[src/rtl/lse_div_pipe.sv]
// lse_div_pipe: two-stage elastic log-domain divider, log(a/b) = log(a) - log(b).
// Build option: define LSE_DIV_SAT_EN to saturate signed overflow of a - b
// instead of wrapping modulo 2^WIDTH.
module lse_div_pipe #(
    parameter int WIDTH = 24
) (
    input  logic             i_clk,
    input  logic             i_rst_n,
    input  logic             i_valid,
    output logic             o_ready,
    input  logic [WIDTH-1:0] i_operand_a,
    input  logic [WIDTH-1:0] i_operand_b,
    input  logic [1:0]       i_pe_mode,
    output logic             o_valid,
    input  logic             i_ready,
    output logic [WIDTH-1:0] o_result,
    output logic             o_div_zero,
    output logic             o_mode_err,
    output logic [15:0]      o_op_count
);
    localparam logic [WIDTH-1:0] NEG_INF = {1'b1, {(WIDTH-1){1'b0}}};
    localparam logic [WIDTH-1:0] MAX_POS = {1'b0, {(WIDTH-1){1'b1}}};
    localparam logic [WIDTH-1:0] MIN_FIN = NEG_INF + 1'b1;

    logic             r_s1_valid;
    logic [WIDTH-1:0] r_a;
    logic [WIDTH-1:0] r_b;
    logic             r_a_inf;
    logic             r_b_inf;
    logic             r_s1_mode_err;
    logic             r_s2_valid;
    logic [WIDTH-1:0] r_result;
    logic             r_div_zero;
    logic             r_mode_err;
    logic [15:0]      r_op_count;

    logic             w_s2_free;
    logic             w_xfer_in;
    logic             w_s2_load;
    logic             w_xfer_out;
    logic [WIDTH-1:0] w_diff;
    logic [WIDTH-1:0] w_finite;
    logic [WIDTH-1:0] w_result;

    // Stage 2 can take a new entry when it is empty or being drained this cycle.
    assign w_s2_free  = !r_s2_valid || i_ready;
    assign o_ready    = !r_s1_valid || w_s2_free;
    assign w_xfer_in  = i_valid && o_ready;
    assign w_s2_load  = r_s1_valid && w_s2_free;
    assign w_xfer_out = r_s2_valid && i_ready;

    assign w_diff = r_a - r_b;
`ifdef LSE_DIV_SAT_EN
    logic w_ovf;
    // Overflow only when operand signs differ and the difference flips away from a's sign.
    assign w_ovf    = (r_a[WIDTH-1] != r_b[WIDTH-1]) && (w_diff[WIDTH-1] != r_a[WIDTH-1]);
    // A finite quotient is clamped so it never collides with the NEG_INF code.
    assign w_finite = w_ovf ? (r_a[WIDTH-1] ? MIN_FIN : MAX_POS)
                            : ((w_diff == NEG_INF) ? MIN_FIN : w_diff);
`else
    assign w_finite = w_diff;
`endif

    assign w_result = r_s1_mode_err        ? NEG_INF :
                      (r_a_inf && r_b_inf) ? NEG_INF :
                      r_b_inf              ? MAX_POS :
                      r_a_inf              ? NEG_INF : w_finite;

    // Stage 1: capture operands and classify them on every accepted pair.
    always_ff @(posedge i_clk or negedge i_rst_n) begin
        if (!i_rst_n) begin
            r_s1_valid    <= 1'b0;
            r_a           <= '0;
            r_b           <= '0;
            r_a_inf       <= 1'b0;
            r_b_inf       <= 1'b0;
            r_s1_mode_err <= 1'b0;
        end else begin
            if (w_xfer_in) begin
                r_s1_valid    <= 1'b1;
                r_a           <= i_operand_a;
                r_b           <= i_operand_b;
                r_a_inf       <= (i_operand_a == NEG_INF);
                r_b_inf       <= (i_operand_b == NEG_INF);
                r_s1_mode_err <= (i_pe_mode != 2'b00);
            end else if (w_s2_load) begin
                r_s1_valid <= 1'b0;
            end
        end
    end

    // Stage 2: register result and flags; hold them while downstream stalls.
    always_ff @(posedge i_clk or negedge i_rst_n) begin
        if (!i_rst_n) begin
            r_s2_valid <= 1'b0;
            r_result   <= '0;
            r_div_zero <= 1'b0;
            r_mode_err <= 1'b0;
        end else if (w_s2_free) begin
            r_s2_valid <= r_s1_valid;
            if (r_s1_valid) begin
                r_result   <= w_result;
                r_div_zero <= !r_s1_mode_err && r_b_inf;
                r_mode_err <= r_s1_mode_err;
            end
        end
    end

    // Count delivered results, wrapping naturally at 16 bits.
    always_ff @(posedge i_clk or negedge i_rst_n) begin
        if (!i_rst_n) begin
            r_op_count <= '0;
        end else if (w_xfer_out) begin
            r_op_count <= r_op_count + 16'd1;
        end
    end

    assign o_valid    = r_s2_valid;
    assign o_result   = r_result;
    assign o_div_zero = r_div_zero;
    assign o_mode_err = r_mode_err;
    assign o_op_count = r_op_count;
endmodule

[config.mk]
export PLATFORM = sky130hd
export DESIGN_NAME = lse_div_pipe
export DESIGN_NICKNAME = d
export VERILOG_FILES = /design/src/rtl/lse_div_pipe.sv
export SDC_FILE = /design/constraint.sdc
export NUM_CORES = 1
export LEC_CHECK = 0
export CAP_MARGIN = 25
export CORE_MARGIN = 5
export CORE_UTILIZATION = 56
export DETAILED_ROUTE_END_ITERATION = 16
export MAX_ROUTING_LAYER = met4
export PLACE_DENSITY = 0.92
export SYNTH_ARGS = -nofsm -noshare
export SYNTH_HDL_FRONTEND = slang
export SYNTH_SLANG_ARGS = --single-unit
[constraint.sdc]
create_clock -name i_clk -period 5.4 [get_ports i_clk]
set_input_delay 0.81 -clock i_clk [delete_from_list [all_inputs] [get_ports i_clk]]
set_output_delay 0.81 -clock i_clk [all_outputs]
set_load 0.02 [all_outputs]
* Word level (Yosys, flattened, before mapping) *
Index checks and enable logic that the tools add are counted.

storage, ports and cells
  register bits after elaboration = 95
  bits of input ports = 54
  output and inout bits = 44

operators by class
  add/sub/neg operators = 2
  equality and inequality tests = 2
  multiplexer cells = 6
  reduce and logical (&&, ||, !) cells = 13

operator list
  kind                     number
  $mux W24                 4
  $eq A24 B24 Y1 const B   2
  $sub A24 B24 Y24         1
  $add A16 B1 Y16 const B  1
  $logic_and A1 B1 Y1      5
  $reduce_bool A2 Y1       2
  $logic_not A1 Y1         3
  $logic_or A1 B1 Y1       2
  $mux W1                  2
  $reduce_and A2 Y1        1

* Logic depth before layout (Yosys ltp) *
  word-level depth = 5
  mapped depth = 12

* Worst setup path before layout *
No wires, ideal clock.

  path kind = register -> register
  from = reg r_a[0]
  to = reg r_result[22], in the netlist o_result[22]
  setup time = 0.126 ns
  arrival time = 2.455 ns
  slack = 2.819 ns
  cell stages (with the launch flop) = 13
  path buffers = 0
  period minus slack after synthesis = 2.581 ns
  cell sequence = dfrtp_1 inv_1 ha_1 inv_1 fa_1 a21o_1 a221oi_2 o31ai_2 a21oi_2 nand2b_1 o41ai_2 xnor2_1 a221o_1

on the way
  longest elaborated chain between the ends = 5

RTL lines
  element                   RTL line  RTL
  start: declaration        26        logic [WIDTH-1:0] r_a;
  start signal: assignment  81        r_a <= i_operand_a;
  $sub A24 B24 Y24          52        assign w_diff = r_a - r_b;
  $mux W24                  67        r_a_inf ? NEG_INF : w_finite;
  $mux W24                  66        r_b_inf ? MAX_POS :
  $mux W24                  65        (r_a_inf && r_b_inf) ? NEG_INF :
  $mux W24                  64        assign w_result = r_s1_mode_err ? NEG_INF :
  end signal: assignment    102       r_result <= w_result;
  end: declaration          32        logic [WIDTH-1:0] r_result;

Every way passes these cells.
A chain may end at the register's enable or synchronous reset.

* Worst setup path after layout *
  from = in i_ready
  to = reg r_result[14], in the netlist o_result[14]

on the way
  longest elaborated chain between the ends = 2

RTL lines
  element                             RTL line  RTL
  start: declaration                  15        input logic i_ready,
  $logic_or A1 B1 Y1                  46        assign w_s2_free = !r_s2_valid || i_ready;
  $reduce_and A2 Y1 (no source line)  n/a

Every way passes these cells.

==> reports/results.txt <==
Finished Core Util - 71.7%
Maximum level of the CTS H-tree - 3
Final net count - 640
Yosys reg bits - 95
Sw frac - 36.5%
Starting Density - 57.1%
Setup crit end kind - flop
Hold buffer count at CTS - 0
Post-CTS Setup Inserts - 0
Count leader, synth - dfrtp_1
Core Area - 0.00868 mm^2
Die footprint - 0.0108 mm^2
Critical path cell sequence - clkdlybuf4s50_1, nand2b_1, nand2_1, or3_1, nor2_1, a21oi_1, o21ai_1
Worst-Margin Slew - 0.869 ns
Largest net degree at the start of global routing - 55
Clk buf depth - 2
Layout fillers - 603
First-pass GRT wire length - 20000 um
Placed Cells - 658
Gr usage total - 22.7%
Startpoint types - input port
Maximum VDD drop - 179 uV
Hold slack - 0.457 ns
Simple-gate share of the synthesized area - 11.2%
Clk_lat worst skew - 0.36 ns
Clk sinks - 95
Synth top cells by count - dfrtp_1, mux2_2, nand2_1, a21oi_1, inv_1
Register area share after synthesis - 48.0%
Max cap viols - 0
R2R Setup Slk - 2.37 ns
Max Slew Vio Count - 0
Leak - 2.77 nW
Iteration-0 DRC count of the detailed router - 318
Die X - 104 um
Vias - 3950
RSZ-0062 raised after global routing - false
Gpl congestion - 0.883
Crit path DAT - 3.51 ns
Int Pwr - 1.56 mW
Worst r2r dst - o_result[22]
Synthesized cell area - 0.00496 mm^2
Post-synth EDFFs - 0
Vias in the first global route - 3987
Min-Delay Path Class - input port to async pin
Fin cells - 674
Routed WL per cell - 17.5 um
Post-synth ARST share - 100%
Clock buffer count from CTS - 9
Min Tclk post-route - 3.23 ns
Max FO, Critical Path - 28
Max stage delay cell, worst path - or3_1
PD cells - 396 mW/mm^2
Synth Warn # - 0
Compound-cell area share of the yosys netlist - 13.3%
Gate Count Post-Synth - 468
Post-Syn Nets - 547
Top cells by area, synth - dfrtp_1, mux2_2, ha_1
Adder-cell area share of the yosys netlist - 6.46%
Setup TNS - 0 ns
Clk slew on worst S/H paths - 0.09 ns
Port bufs - 97
Drc violations - 0
CP peak stage delay - 0.73 ns
Inserted Diodes - 0
Total Wirelength - 11800 um
Share of power burned in registers - 39.0%
First-pass iteration count of the detailed router - 5
Net switching power - 898 uW
Combinational family with the most area after synthesis - compound AO/OA/AOI/OAI gates
Setup Viol. Count Final - 0
Mux contribution to synthesized area - 11.6%
Overall power - 2.46 mW
Syn_area_per_cell - 10.6 um^2
ANT nets after route - 0
Initial antenna violation count - 0
Overflow after GRT - 0
Status - completed
Post-Synth XOR/XNOR Area - 6.01%
Vias per cell - 5.86
Area share of the largest cell type after synthesis - 48.0%
Period utilisation layout - 59.8%
Share of layout cells above drive strength 1 - 13.6%
WS Path Type - input port to flop
Chip height - 104 um
CTS tree - done
Area grow syn2layout - 25.5%
CP Data Required Time - 5.68 ns
Row cnt - 34
Comb pwr share - 41.5%
Slew HR - 41.9%
IO Pins - 98
Yosys top cell by area - dfrtp_1
Reg2reg path depth - 12
Fin. Hold Viols - 0
Reg2reg start - r_a[0]
Top FF cell, synth - dfrtp_1
Root Driver - clkbuf_8
Clk pwr share - 19.5%
Detail Placement HPWL - 9080 um
CTS resizes - 0
Max Clk Rate - 310 MHz
Post-route clock skew - 0.0127 ns
Distinct cells, synth - 48
sequential cells by signal, indices dropped and copies added, names as in the netlist:
name,cells
o_result,24
r_s1_valid,1
o_valid,1
o_mode_err,1
o_div_zero,1
o_op_count,16
r_b_inf,1
r_a,24
r_s1_mode_err,1
r_a_inf,1
r_b,24
stage by stage:
stage / setup WS, ns / cell area [um^2]
3_5_place_dp: 1.82 / 6020
3_3_place_gp: 1.96 / 6010
6_report: 2.17 / 6220
5_1_grt: 1.88 / 6220
4_1_cts: 2.18 / 6220
2_1_floorplan: 2.82 / 4960
layout make-up:
class | instances | area, um^2 | area share [%]
repair buffers | 100 | 991 | 15.9
inverters | 28 | 105 | 1.69
well taps | 108 | 135 | 2.17
clock buffers | 10 | 138 | 2.21
clock inverters | 6 | 67.6 | 1.09
flip-flops and latches | 95 | 2380 | 38.2
multi-input cells | 327 | 2410 | 38.7
critical path: cells and delay by family:
kind	cells	cell delay, ns
AOI/OAI and AO/OA	2	0.19
buffers and inverters	1	0.50
and+or+nand+nor	4	1.99
kinds of logic after synthesis:
kind of cell	after synthesis
simple gates	117
compound gates	100
flops	95
mux	51
buf+inv	46
xor+xnor	34
fa+ha+maj	25
how the worst max path moves through the flow:
stage | from | to | depth (start not counted)
6_report | i_ready | o_result[14] | 7
5_1_grt | i_ready | o_result[20] | 7
4_1_cts | i_ready | o_result[17] | 7
3_5_place_dp | i_ready | o_result[17] | 7
3_3_place_gp | i_ready | o_result[9] | 7
2_1_floorplan | r_a[0] | o_result[22] | 12
cell usage in the layout, fill, tap and decap left out, drive strengths merged, types with 3 or more instances in the layout:
master and count:
o31ai 5, xor2 12, nand2b 6, buf 4
clkbuf 10, a41oi 3, nor2 19, o21ai 28
nor2b 3, ha 24, and3 6, nand3 12
a221o 3, o21bai 3, clkdlybuf4s50 96, a21o 10
inv 30, nand2 48, nand4 5, a21oi 29
o21a 3, dfrtp 95, nor4 10, xnor2 22
mux2 50
power by group through the flow:
| stage | clock [mW] | sequential, mW | combinational [mW] |
|---|---|---|---|
| floorplan | 0 | 1.06 | 0.523 |
| global placement | 0 | 0.968 | 0.967 |
| detailed placement | 0 | 0.976 | 1.01 |
| CTS | 0.488 | 0.961 | 1.01 |
| global route | 0.514 | 0.981 | 1.10 |
| finish | 0.480 | 0.961 | 1.02 |
routing by layer:
metal  GRT usage, %  wire, um
met1           30.0      5150
met2           35.9      5650
met3           3.97       771
met4           6.94       219
met5              -         0
(Power assumes the default switching activity.)
